===== src/rtl/s2p_receiver_pkg.sv =====
// Shared types and default sizing for the serial-to-parallel link receiver.
package s2p_receiver_pkg;

  typedef enum logic {
    IDLE = 1'b0,
    RECV = 1'b1
  } state_t;

  localparam int DEFAULT_DATA_BITS       = 64;
  localparam int DEFAULT_DATA_COUNT_BITS = 6;

endpackage


===== src/rtl/s2p_receiver_sync_edge.sv =====
// Two-flop synchronizer with an extra delay flop for rising-edge detection.
module sync_edge (
  input  logic clk,
  input  logic rst,
  input  logic d,
  output logic level_s,
  output logic rise
);

  logic [1:0] sync_r;
  logic       dly_r;

  // synchronizer chain plus one-cycle delay of the synchronized level
  always_ff @(posedge clk or negedge rst) begin
    if (!rst) begin
      sync_r <= 2'b00;
      dly_r  <= 1'b0;
    end else begin
      sync_r <= {sync_r[0], d};
      dly_r  <= sync_r[1];
    end
  end

  assign level_s = sync_r[1];
  assign rise    = sync_r[1] & ~dly_r;

endmodule


===== src/rtl/s2p_receiver.sv =====
// Reassembles serial link frames into DATA_BITS-wide words in the clk domain,
// handing them to the consumer through a valid/ack handshake with sticky overrun.
module s2p_receiver
  import s2p_receiver_pkg::*;
#(
  parameter int DATA_BITS       = DEFAULT_DATA_BITS,
  parameter int DATA_COUNT_BITS = DEFAULT_DATA_COUNT_BITS,
  parameter bit DIR             = 1'b0
) (
  input  logic                 clk,
  input  logic                 rst,
  input  logic                 sclk,
  input  logic                 sclrn,
  input  logic                 sin,
  input  logic                 Ack,
  output logic [DATA_BITS-1:0] PData,
  output logic                 Valid,
  output logic                 Overrun,
  output logic                 Busy
);

  localparam logic [DATA_COUNT_BITS-1:0] LAST_CNT = DATA_COUNT_BITS'(DATA_BITS - 1);

  logic                       sclk_s;
  logic                       rise;
  logic [1:0]                 sclrn_sync_r;
  logic [1:0]                 sin_sync_r;
  logic                       sclrn_s;
  logic                       sin_s;
  logic                       take_bit;
  logic [DATA_BITS-1:0]       sr_r;
  logic [DATA_BITS-1:0]       sr_next;
  logic [DATA_COUNT_BITS-1:0] cnt_r;
  state_t                     state_r;

  // Shift-based form keeps DATA_BITS=1 legal (no negative part-selects).
  function automatic logic [DATA_BITS-1:0] shift_in(input logic [DATA_BITS-1:0] word,
                                                    input logic b);
    if (DIR) begin
      return (word >> 1) | (DATA_BITS'(b) << (DATA_BITS - 1));
    end else begin
      return (word << 1) | DATA_BITS'(b);
    end
  endfunction

  sync_edge u_sclk_sync (
    .clk     (clk),
    .rst     (rst),
    .d       (sclk),
    .level_s (sclk_s),
    .rise    (rise)
  );

  // level-only synchronizers for frame clear and serial data
  always_ff @(posedge clk or negedge rst) begin
    if (!rst) begin
      sclrn_sync_r <= 2'b00;
      sin_sync_r   <= 2'b00;
    end else begin
      sclrn_sync_r <= {sclrn_sync_r[0], sclrn};
      sin_sync_r   <= {sin_sync_r[0], sin};
    end
  end

  assign sclrn_s  = sclrn_sync_r[1];
  assign sin_s    = sin_sync_r[1];
  assign take_bit = rise & sclk_s;
  assign sr_next  = shift_in(sr_r, sin_s);

  // frame FSM, shift register, bit counter and handshake output register
  always_ff @(posedge clk or negedge rst) begin
    if (!rst) begin
      state_r <= IDLE;
      cnt_r   <= {DATA_COUNT_BITS{1'b0}};
      sr_r    <= {DATA_BITS{1'b0}};
      PData   <= {DATA_BITS{1'b0}};
      Valid   <= 1'b0;
      Overrun <= 1'b0;
      Busy    <= 1'b0;
    end else begin
      if (Ack) begin
        Valid   <= 1'b0;
        Overrun <= 1'b0;
      end
      if (!sclrn_s) begin
        state_r <= IDLE;
        cnt_r   <= {DATA_COUNT_BITS{1'b0}};
        sr_r    <= {DATA_BITS{1'b0}};
        Busy    <= 1'b0;
      end else if (take_bit) begin
        sr_r <= sr_next;
        if ((state_r == RECV && cnt_r == LAST_CNT) || DATA_BITS == 1) begin
          state_r <= IDLE;
          cnt_r   <= {DATA_COUNT_BITS{1'b0}};
          Busy    <= 1'b0;
          // A same-cycle Ack frees the output register for the new word.
          if (!Valid || Ack) begin
            PData <= sr_next;
            Valid <= 1'b1;
          end else begin
            Overrun <= 1'b1;
          end
        end else begin
          case (state_r)
            IDLE: begin
              state_r <= RECV;
              cnt_r   <= DATA_COUNT_BITS'(1);
              Busy    <= 1'b1;
            end
            RECV: begin
              cnt_r <= cnt_r + DATA_COUNT_BITS'(1);
            end
            default: begin
              state_r <= IDLE;
              cnt_r   <= {DATA_COUNT_BITS{1'b0}};
              Busy    <= 1'b0;
            end
          endcase
        end
      end
    end
  end

endmodule

===== config.mk =====
export PLATFORM = sky130hd
export DESIGN_NAME = s2p_receiver
export DESIGN_NICKNAME = d
export VERILOG_FILES = /design/src/rtl/s2p_receiver_pkg.sv /design/src/rtl/s2p_receiver_sync_edge.sv /design/src/rtl/s2p_receiver.sv
export SDC_FILE = /design/constraint.sdc
export NUM_CORES = 1
export LEC_CHECK = 0
export ABC_AREA = 1
export CAP_MARGIN = 15
export CORE_MARGIN = 2
export CORE_UTILIZATION = 40
export DETAILED_ROUTE_END_ITERATION = 8
export PLACE_DENSITY = 0.66
export SLEW_MARGIN = 0
export SYNTH_ARGS = -nofsm -noshare
export SYNTH_HDL_FRONTEND = slang
export SYNTH_SLANG_ARGS = --single-unit

===== constraint.sdc =====
create_clock -name clk -period 3.65 [get_ports clk]
set_input_delay 0.9125 -clock clk [delete_from_list [all_inputs] [get_ports clk]]
set_output_delay 0.9125 -clock clk [all_outputs]
set_load 0.01 [all_outputs]

==> qor.yml <==
outcome:
  status: "complete, no violations"
clock_network:
  postCtsSetupRepairBufs: 0
  cts_root_buf: "clkbuf_16"
  clock-sinks: 144
  insertion_delay_ns: 0.41
  cts.htree.levels: 4
  clk_pin_slew_ns: 0.06
  numCtsBuffers: 17
  holdBufCountCts: 0
  ctsResizeCount: 0
  cts_tree: "yes"
  clockBufferDepth: 2
setup_path:
  crit_slowest_cell: "nor2_8"
  cp-end-kind: "flop"
  cp-start-kind: "flop"
  critPathTopFamily: "simple AND/OR/NAND/NOR gates"
  cp.depth: 7
  worstPathCellList: "inv_1 > nand2_1 > nor2_2 > inv_2 > nor2_8 > nand2_1 > nand2_1"
  r2r_cells: 7
  path_buf_inv: 2
  arrival_ns: 2.79
  crit_top_cell: "nand2_1"
  crit_fanout: 64
  cp_slowest_stage_delay_ns: 0.80
  setup.worst_path.class: "flop to flop"
  rrSetupSlack_ns: 1.22
  required_ns: 4.00
die:
  die-area_um2: 14500
  die_w_um: 121
  io-pin-count: 73
  core_area_um2: 13200
  fp.dieH_um: 121
  std_cell_rows: 42
  start_util_pct: 41.1
yosys:
  ys_seq_elements: 144
  synth_adder_area_share_pct: 0.230
  synth_area_leaders: "dfrtp_1, nand2_1, o22ai_1, inv_1, buf_6"
  synth_top_area_share_pct: 66.2
  yosys.area_share.xor_xnor_pct: 0
  synth-compound-area-share_pct: 8.16
  synth.avg_cell_area_um2: 9.75
  synth_top_family_by_area: "simple AND/OR/NAND/NOR gates"
  syn_nets: 565
  synth.distinct_cells: 20
  synth_mux_area_share_pct: 0
  synthSimpleGateAreaFrac_pct: 17.4
  synth_top_area_cell: "dfrtp_1"
  yosysSeqAreaShare_pct: 66.2
  syn_inst: 558
  synth_warnings: 0
  syn_area_um2: 5440
finish:
  fin_nets: 635
  area_delta_synth_final_pct: 25.6
  fin_area_um2: 6830
  fillers: 1230
  multiInputGateArea_um2: 1410
  fin_util_pct: 51.6
  layout-drive-gt1-share_pct: 6.24
  seqCellArea_um2: 3600
  diodes: 0
routing:
  ant_nets: 0
  drtIter0Drc: 192
  drt-pass1-iter-count: 4
  dr_wl_met3_um: 437
  wl_met2_mm: 4.80
  drc: 0
  m1WireLength_mm: 5.06
  detail_route.vias_per_cell: 4.68
  wire_per_inst_um: 12.8
  dr.max_layer_used: "met4"
  drt_wl_total_mm: 10.5
  vias: 3822
power_and_ir_drop:
  ir_drop_mv: 0.330
  seq_power_share_pct: 49.3
  p_sw_share_pct: 21.1
  p_clk_share_pct: 48.2
  switching_power_uw: 687
  p_per_area_nw_per_um2: 478
  intPower_mw: 2.58
  p_leak_nw: 3.33
  pwr-share-comb_pct: 2.4
  total_power_mw: 3.26
timing:
  tightest_slew_ns: 1.11
  setup_viol: 0
  fin_crit_sh_pct: 66.7
  rsz0062_at_grt: "no"
  max_freq_mhz: 411
  final_hold_viol_count: 0
  period_needed_ns: 2.43
  max_slew_margin_pct: 25.8
  drv_slew: 0
  skew_ns: 0.00607
  fin_tns_setup_ns: 0
global_route:
  grt_usage_pct: 16.1
  grt_pass1_wl_mm: 18.3
  grt_max_degree: 81
  antenna_found_initial: 0
  grt_pass1_vias: 3879
  grt_overflow: 0
hold_path:
  whs_path_depth: 0
  hp-class: "flop to flop"
run:
  drv_cap: 0
place:
  hpwl_mm: 6.50
  placed_area_um2: 6290
  place_congestion: 0.747
  numPortBuffers: 72
cell type report:
type | count | area share [%]
flip-flops and latches | 144 | 52.8
multi-input cells | 312 | 20.7
repair buffers | 76 | 11.2
clock buffers | 27 | 7.51
inverters | 77 | 4.23
well taps | 176 | 3.22
clock inverters | 5 | 0.403
through the flow:
step                std cells  hold WS (ns)  setup slack (ns)
CTS                       817         0.351              1.15
global placement          785         0.337             0.946
floorplan                 558         0.331              1.99
finish                    817         0.350              1.22
global route              817         0.367             0.853
detailed placement        785         0.339             0.928
worst register-to-register path, cell delays in order (launching register included):
cell	delay, ns
dfrtp_1	0.36
inv_1	0.05
nand2_1	0.08
nor2_2	0.33
inv_2	0.49
nor2_8	0.82
nand2_1	0.16
nand2_1	0.09
synth_stat cells:
master,count
o21ai_0,7
a21oi_1,4
nor2_8,1
ha_1,1
nand3_1,4
dfrtp_1,144
inv_1,75
nor2_4,1
nor2_1,5
buf_6,6
clkbuf_1,13
inv_2,2
buf_2,6
o21bai_1,1
nand2_1,222
nor2_2,1
nand4_2,1
nand3_2,1
o22ai_1,61
nand4_1,2
worst paths after layout:
check                                   from             to
setup / recovery           u_sclk_sync.dly_r      PData[26]
hold / removal                 sin_sync_r[0]  sin_sync_r[1]
setup reg to reg           u_sclk_sync.dly_r      PData[26]
hold reg to reg                sin_sync_r[0]  sin_sync_r[1]
max in group asynchronous                rst      PData[13]
min in group asynchronous                rst       sr_r[17]
cell usage in the layout (no fill, tap or decap), drive strengths merged:
master,instances
o21bai,1
a21oi,4
clkbuf,27
dfrtp,144
inv,77
buf,5
ha,1
nand2,222
o22ai,61
nor2,8
nand4,3
nand3,5
clkinv,4
clkinvlp,1
clkdlybuf4s50,71
o21ai,7
flip-flops by register name, indices dropped and copies added (netlist names):
| register | cells |
|---|---|
| Busy | 1 |
| Overrun | 1 |
| PData | 64 |
| Valid | 1 |
| cnt_r | 6 |
| sclrn_sync_r | 2 |
| sin_sync_r | 2 |
| sr_r | 63 |
| state_r | 1 |
| u_sclk_sync.dly_r | 1 |
| u_sclk_sync.sync_r | 2 |
power by group through the flow:
| stage | combinational [mW] | sequential (mW) | clock [mW] |
|---|---|---|---|
| after detailed placement | 0.0818 | 1.64 | 0 |
| after CTS | 0.0820 | 1.61 | 1.62 |
| final | 0.0790 | 1.61 | 1.57 |
| after global placement | 0.0794 | 1.64 | 0 |
| after floorplan | 0.0315 | 1.64 | 0 |
| after global routing | 0.0927 | 1.61 | 1.70 |
metal layers:
metal / GRT usage [%] / vias to the layer above
li1: - / 1900
met1: 21.4 / 1816
met2: 25.1 / 90
met3: 4.43 / 16
met4: 6.83 / 0
met5: 0 / -
kinds of logic after synthesis:
kind of cell,count (synthesis)
AOI/OAI and AO/OA,73
DFF,144
buffers and inverters,102
adders and majority gates,1
and+or+nand+nor,238
Power figures use the tool's default switching activity.
